## src/rtl/pq_multiplier.sv

```systemverilog
// Sequential shift-add P*Q multiplier: one multiplier bit per clock, registered product, one-cycle done.
// Optional build macro PQ_MULT_SIGNED_EN: two's complement operands via magnitude multiply and sign fix-up.
module pq_multiplier #(
    parameter int WIDTH = 7
) (
    input  logic                 clk,
    input  logic                 reset,
    input  logic                 start,
    input  logic [WIDTH-1:0]     dataP,
    input  logic [WIDTH-1:0]     dataQ,
    output logic                 busy,
    output logic                 done,
    output logic [2*WIDTH-1:0]   product,
    output logic [1:0]           state
);
    localparam int PW = 2*WIDTH;
    localparam int CW = $clog2(WIDTH+1);
    localparam logic [CW-1:0] LAST = CW'(WIDTH-1);

    typedef enum logic [1:0] {
        IDLE = 2'b00,
        RUN  = 2'b01,
        DONE = 2'b10,
        BAD  = 2'b11
    } state_t;

    state_t            st, st_nxt;
    logic [PW-1:0]     mcand, acc, acc_nxt, result;
    logic [WIDTH-1:0]  mplr, p_op, q_op;
    logic [CW-1:0]     count;
    logic              last;

`ifdef PQ_MULT_SIGNED_EN
    logic neg;

    // Magnitude of the most-negative value wraps to 2^(WIDTH-1), which is correct read as unsigned.
    assign p_op   = dataP[WIDTH-1] ? -dataP : dataP;
    assign q_op   = dataQ[WIDTH-1] ? -dataQ : dataQ;
    assign result = neg ? -acc_nxt : acc_nxt;

    always_ff @(posedge clk or posedge reset) begin
        if (reset)
            neg <= 1'b0;
        else if (st == IDLE && start)
            neg <= dataP[WIDTH-1] ^ dataQ[WIDTH-1];
    end
`else
    assign p_op   = dataP;
    assign q_op   = dataQ;
    assign result = acc_nxt;
`endif

    assign acc_nxt = mplr[0] ? acc + mcand : acc;
    assign last    = (st == RUN) && (count == LAST);
    assign busy    = (st != IDLE);
    assign done    = (st == DONE);
    assign state   = st;

    always_ff @(posedge clk or posedge reset) begin
        if (reset)
            st <= IDLE;
        else
            st <= st_nxt;
    end

    always_comb begin
        st_nxt = st;
        case (st)
            IDLE:    if (start) st_nxt = RUN;
            RUN:     if (last)  st_nxt = DONE;
            DONE:    st_nxt = IDLE;
            default: st_nxt = IDLE;
        endcase
    end

    // Fixed WIDTH iterations; zero operands still run the full count so latency is constant.
    always_ff @(posedge clk or posedge reset) begin
        if (reset) begin
            mcand   <= '0;
            mplr    <= '0;
            acc     <= '0;
            count   <= '0;
            product <= '0;
        end else begin
            case (st)
                IDLE: if (start) begin
                    mcand <= {{WIDTH{1'b0}}, p_op};
                    mplr  <= q_op;
                    acc   <= '0;
                    count <= '0;
                end
                RUN: begin
                    acc   <= acc_nxt;
                    mcand <= mcand << 1;
                    mplr  <= mplr >> 1;
                    count <= count + 1'b1;
                    if (last)
                        product <= result;
                end
                default: ;
            endcase
        end
    end
endmodule

```

## config.mk

```make
export PLATFORM = sky130hd
export DESIGN_NAME = pq_multiplier
export DESIGN_NICKNAME = d
export VERILOG_FILES = /design/src/rtl/pq_multiplier.sv
export SDC_FILE = /design/constraint.sdc
export NUM_CORES = 1
export LEC_CHECK = 0
export ABC_AREA = 1
export CAP_MARGIN = 20
export CORE_ASPECT_RATIO = 0.6
export CORE_MARGIN = 3
export CORE_UTILIZATION = 39
export DETAILED_ROUTE_END_ITERATION = 8
export MAX_ROUTING_LAYER = met4
export PLACE_DENSITY = 0.68
export SYNTH_ARGS = -nofsm -noshare
export SYNTH_HDL_FRONTEND = slang
export SYNTH_SLANG_ARGS = --single-unit
```

## constraint.sdc

```tcl
create_clock -name clk -period 3 [get_ports clk]
set_clock_uncertainty 0.2 [all_clocks]
set_input_delay 0.6 -clock clk [delete_from_list [all_inputs] [get_ports clk]]
set_output_delay 0.6 -clock clk [all_outputs]
set_load 0.005 [all_outputs]
```

==> results of run 1 <==
-- synthesized netlist by cell type (all sizes together) --
library cell and n:
a21oi 8, nand4 3, o21ai 18, fa 1, buf 10, nand2 113, inv 71, nor3 12
a221oi 12, ha 15, o22ai 9, dfrtp 54, nor2 20, clkbuf 2, xor2 1, or2 9
xnor2 4, o21bai 1, a31oi 1, nand3 40, a22oi 1
-- cells by family after synthesis --
kind of cell             synth area share [%]
adder cells (fa/ha/maj)                  6.59
buffers and inverters                    10.4
AND/OR/NAND/NOR                          27.4
AO/OA/AOI/OAI                            11.3
XOR/XNOR                                 1.39
flip-flops                               42.9
-- power groups by stage --
stage / clock, mW / combinational [mW] / sequential (mW)
after floorplan: 0 / 2.12 / 1.27
after global placement: 0 / 2.80 / 1.35
after detailed placement: 0 / 2.88 / 1.36
after CTS: 0.632 / 2.90 / 1.35
after global routing: 0.659 / 3.35 / 1.40
final: 0.622 / 2.95 / 1.36
-- area by class of cell --
class | count | area share, %
Inverter | 71 | 7.12
Sequential cell | 54 | 36.1
Tap cell | 104 | 3.48
Clock buffer | 6 | 3.71
Timing Repair Buffer | 36 | 9.83
Multi-Input combinational cell | 268 | 39.3
Clock inverter | 2 | 0.435
-- worst reg2reg max path, delay by kind of cell, from the launching register on --
kind | cells | cell delay (ns)
adders and majority gates | 2 | 0.53
buffers and inverters | 1 | 0.10
DFF | 1 | 0.39
and+or+nand+nor | 8 | 1.09
-- metrics by stage --
stage               instance area, sq um  utilization (%)
floorplan                           3150                -
global placement                    3590             47.6
detailed placement                  3590             47.6
CTS                                 3740             49.6
global route                        3740             49.6
finish                              3740             49.6
-- path summary, 6_finish.rpt --
kind / start / to / slack [ns] / cells after the start
setup / recovery: mcand[0]$_DFFE_PP0P_ / product[8]$_DFFE_PP0P_ / 0.61 / 11
hold / removal: product[9]$_DFFE_PP0P_ / product[9]$_DFFE_PP0P_ / 0.29 / 2
setup reg to reg: mcand[0]$_DFFE_PP0P_ / product[8]$_DFFE_PP0P_ / 0.61 / 11
hold reg to reg: product[9]$_DFFE_PP0P_ / product[9]$_DFFE_PP0P_ / 0.29 / 2
max in group asynchronous: reset / mcand[1]$_DFFE_PP0P_ / 1.90 / 3
min in group asynchronous: reset / acc[8]$_DFFE_PP0P_ / 0.46 / 3
-- sequential cells by signal (all words and copies together), names as in the netlist --
name,cells
acc,14
mcand,14
product,14
mplr,7
count,3
state,2
-- layer usage --
layer	up-vias	wire, microns	GRT usage [%]
met4	0	57	4.22
met5	-	0	-
met2	94	3190	28.1
met3	5	623	3.78
li1	1371	-	-
met1	1323	4240	30.7
==> flow_metrics.py, run 1 <==
metrics = {
    "die": {
        "ioPinCount": 35,
        "die_w_microns": 122,
        "core_sq_mm": 0.00754,
        "die_area_sq_mm": 0.00923,
        "start_util_pct": 41.8,
        "die_h_microns": 75.6,
        "rows": 24,
    },
    "cts": {
        "cts_resized": 0,
        "h-tree-depth": 2,
        "post_cts_buffers": 0,
        "cts_made_buffers": 5,
        "tritoncts": "yes",
        "cts_root_buf": "clkbuf_16",
        "hold_buffers": 0,
        "cts_sinks": 54,
        "clockBufferDepth": 2,
        "clk_pin_slew_ns": 0.07,
        "worst_skew_pair.late_latency_ns": 0.30,
    },
    "final_layout": {
        "multi_input_area_sq_mm": 0.00147,
        "final_layout_size_suffix_gt1_share_pct": 8.70,
        "final_cells": 541,
        "syn2layout_area_growth_pct": 18.7,
        "layout_commonest_cell": "nand2_1",
        "nFillCells": 719,
        "antenna_cells": 0,
        "final-seq-area_sq_mm": 0.00135,
        "layout_common_cells": "nand2_1 (110), inv_1 (66), dfrtp_1 (54)",
        "final_nets": 469,
    },
    "power": {
        "pwr_density_cell_mw_per_mm2": 1320,
        "p_leak_nw": 1.88,
        "power_switching_mw": 2.37,
        "power_frac_comb_pct": 59.9,
        "switching_share_pct": 48.1,
        "seqPwrFrac_pct": 27.5,
        "power.total_mw": 4.93,
        "p_clk_share_pct": 12.6,
        "irDropWorstVdd_uv": 661,
        "internal_power_mw": 2.56,
    },
    "worst_setup_path": {
        "path_class": "flop to flop",
        "worstSetupEndpointType": "flop",
        "cpPeakStageDelay_ns": 0.39,
        "path_cells": "ha_1 > inv_1 > fa_1 > nor2_1 > nor2_1 > nor2_1 > nor2_1 > or2_1 > nand3_2 > nand3_1 > nand2_1",
        "crit_family": "simple AND/OR/NAND/NOR gates",
        "cp.required_ns": 2.99,
        "start_kind": "flop",
        "crit_arrival_ns": 2.39,
        "cp_common_cell": "nor2_1",
        "slowest_stage": "dfrtp_1",
        "critPathMaxFanout": 3,
        "crit_buf_inv": 1,
    },
    "yosys": {
        "synth_top_cells_by_area": "dfrtp_1 (43%), nand2_1 (13%), inv_1 (8.0%)",
        "syn_area_sq_mm": 0.00315,
        "synth_cell_types": 31,
        "synth_cells": 405,
        "synth_seq_cells": 54,
        "yosysTopAreaCell": "dfrtp_1",
        "ys_seq_area_share_pct": 42.9,
        "synth.top_cell.area_share_pct": 42.9,
        "synth_warnings": 0,
        "syn_area_per_cell_sq_um": 7.78,
        "syn-num-nets": 438,
    },
    "timing": {
        "setup_viol": 0,
        "fin_crit_sh_pct": 79.8,
        "worst_pin_slew_ns": 0.755,
        "fin_crit_ns": 2.39,
        "final-max-slew-violation-count": 0,
        "rsz0062_at_grt": "no",
        "hold_violations": 0,
        "slew_headroom_pct": 49.7,
        "whs_ns": 0.287,
        "setup_ws_ns": 0.605,
        "max_clock_freq_mhz": 418,
        "finalSetupTns_ns": 0,
    },
    "place": {
        "placed_cells": 533,
        "globalplace.congestion": 0.933,
        "dp_hpwl_microns": 5980,
        "place_ws_ns": 0.441,
        "port_buffers": 34,
    },
    "routing": {
        "drt_wl_total_microns": 8110,
        "drc_errors": 0,
        "dr.pass1.iters": 5,
        "wire_per_inst_microns": 15.0,
        "drt_iter0_markers": 267,
        "via_count": 2793,
        "ant_nets": 0,
        "vias_per_cell": 5.16,
    },
    "grt": {
        "grt_pass1_wl_microns": 13800,
        "grt_start_max_net_pins": 55,
        "antenna_found_initial": 0,
        "grt_use_total_pct": 20.3,
        "grt_pass1_vias": 2718,
        "grt_remaining_overflow": 0,
    },
    "min_path": {
        "hold_class": "flop to flop",
    },
    "run_status": {
        "outcome": "finished, final reports clean",
    },
    "run": {
        "max_cap_viol_count": 0,
    },
}
(Power assumes the default switching activity.)
==> run 2: changes to the inputs <==
- clock period: 3 -> 2.4 ns (I/O delays scaled with it)
==> run 2 against run 1 <==
- sequential cell count is the same
- first-iteration DRC count shrank 24%
- worst setup slack worse by 0.36 ns
- critical path type unchanged
- combinational power is 26% higher
- via count is 1.7% lower
- die area stayed put
- total power up 27%
- sequential power increased by 21%
- hold slack worse by 0.0050 ns
- highest routed layer unchanged
- register-to-register slack worse by 0.36 ns
- utilization grew 0.80 points
==> flow_metrics.py, run 2 (synthesis results as in run 1) <==
metrics = {
    "cts": {
        "tritoncts": "yes",
        "cts_sinks": 54,
        "post_cts_buffers": 0,
        "clockBufferDepth": 2,
        "cts_resized": 0,
        "hold_buffers": 0,
        "cts_root_buf": "clkbuf_16",
        "h-tree-depth": 2,
        "cts_made_buffers": 5,
        "clk_pin_slew_ns": 0.07,
        "worst_skew_pair.late_latency_ns": 0.30,
    },
    "final_layout": {
        "antenna_cells": 0,
        "final-seq-area_sq_mm": 0.00135,
        "syn2layout_area_growth_pct": 20.7,
        "final_nets": 474,
        "biggestRegsByFlops": "acc (14), mcand (14), product (14)",
        "final_layout_size_suffix_gt1_share_pct": 9.73,
        "layout_common_cells": "nand2_1 (110), inv_1 (66), dfrtp_1 (54)",
        "nFillCells": 719,
        "multi_input_area_sq_mm": 0.00147,
        "utilization_pct": 50.4,
        "layout_commonest_cell": "nand2_1",
    },
    "place": {
        "port_buffers": 34,
        "globalplace.congestion": 0.944,
        "place_ws_ns": 0.276,
        "dp_hpwl_microns": 6080,
    },
    "grt": {
        "grt_start_max_net_pins": 55,
        "grt_remaining_overflow": 0,
        "grt_pass1_wl_microns": 13700,
        "grt_pass1_vias": 2637,
        "grt_use_total_pct": 20.3,
        "antenna_found_initial": 0,
    },
    "power": {
        "power.total_mw": 6.26,
        "p_leak_nw": 1.91,
        "irDropWorstVdd_uv": 767,
        "pwr_density_cell_mw_per_mm2": 1650,
    },
    "worst_setup_path": {
        "worstSetupEndpointType": "flop",
        "critPathMaxFanout": 3,
        "start_kind": "flop",
        "crit_arrival_ns": 2.16,
        "cp.required_ns": 2.40,
        "r2r_cells": 11,
        "path_class": "flop to flop",
    },
    "timing": {
        "rsz0062_at_grt": "no",
        "hold_violations": 0,
        "max_clock_freq_mhz": 464,
        "final-max-slew-violation-count": 0,
        "fin_crit_sh_pct": 89.8,
        "worst_pin_slew_ns": 0.425,
        "slew_headroom_pct": 71.7,
        "setup_ws_ns": 0.245,
        "setup_viol": 0,
        "fin_crit_ns": 2.15,
        "finalSetupTns_ns": 0,
    },
    "die": {
        "die_h_microns": 75.6,
        "core_sq_mm": 0.00754,
        "die_w_microns": 122,
        "rows": 24,
        "die_area_sq_mm": 0.00923,
        "start_util_pct": 41.8,
        "ioPinCount": 35,
    },
    "routing": {
        "drc_errors": 0,
        "drt_iter0_markers": 202,
        "ant_nets": 0,
        "vias_per_cell": 5.03,
        "dr.pass1.iters": 4,
        "via_count": 2746,
        "drt_wl_total_microns": 8240,
        "wire_per_inst_microns": 15.1,
    },
    "min_path": {
        "min_path_cells": 2,
        "hold_class": "flop to flop",
    },
    "run_status": {
        "outcome": "finished, final reports clean",
    },
    "run": {
        "max_cap_viol_count": 0,
    },
}
[run 2: cell types whose count changed in the layout (fill, tap and decap cells not counted), sizes merged]
cell | previous run | this run
buf | 2 | 7
bufinv | 0 | 1
clkinvlp | 1 | 0
[run 2: final timing paths]
kind	endpoint	from	slack, ns
min	product[6]$_DFFE_PP0P_	product[6]$_DFFE_PP0P_	0.28
min in group asynchronous	product[11]$_DFFE_PP0P_	reset	0.33
max reg2reg	product[8]$_DFFE_PP0P_	mcand[0]$_DFFE_PP0P_	0.25
max	product[8]$_DFFE_PP0P_	mcand[0]$_DFFE_PP0P_	0.25
max in group asynchronous	acc[3]$_DFFE_PP0P_	reset	1.41
min reg2reg	product[6]$_DFFE_PP0P_	product[6]$_DFFE_PP0P_	0.28
[run 2: per-stage QoR]
step	instances	area [sq um]	hold slack (ns)
finish	546	3800	0.282
global route	546	3800	0.318
CTS	546	3800	0.294
detailed placement	538	3620	0.267
global placement	538	3620	0.267
floorplan	405	3150	0.256
[run 2: worst max-delay path, cell delays in order, from the launching register on]
cell and delay (ns):
dfrtp_1 0.38, ha_1 0.23, inv_1 0.11, fa_1 0.23
nor2_1 0.06, nor2_1 0.20, nor2_1 0.06, nor2_1 0.21
or2_1 0.16, nand3_2 0.07, nand3_1 0.08, nand2_1 0.05
[run 2: power by group]
part	internal [mW]	switching, mW
sequential	1.36	0.294
clock	0.525	0.351
combinational	1.46	2.27
[run 2: area by class of cell]
| cell class | instances | share of cell area (%) |
|---|---|---|
| clock buffer | 6 | 3.65 |
| clock inverter | 2 | 1.02 |
| inverter | 71 | 7.01 |
| multi-input combinational | 268 | 38.7 |
| sequential | 54 | 35.5 |
| tap | 104 | 3.42 |
| timing repair buffer | 41 | 10.7 |
[run 2: layer usage]
metal	part of all wire [%]	up-vias	global-route usage [%]
met4	1.0	0	5.71
met5	0	-	-
li1	-	1372	-
met1	54	1294	29.7
met3	5.3	9	4.45
met2	40	71	28.4
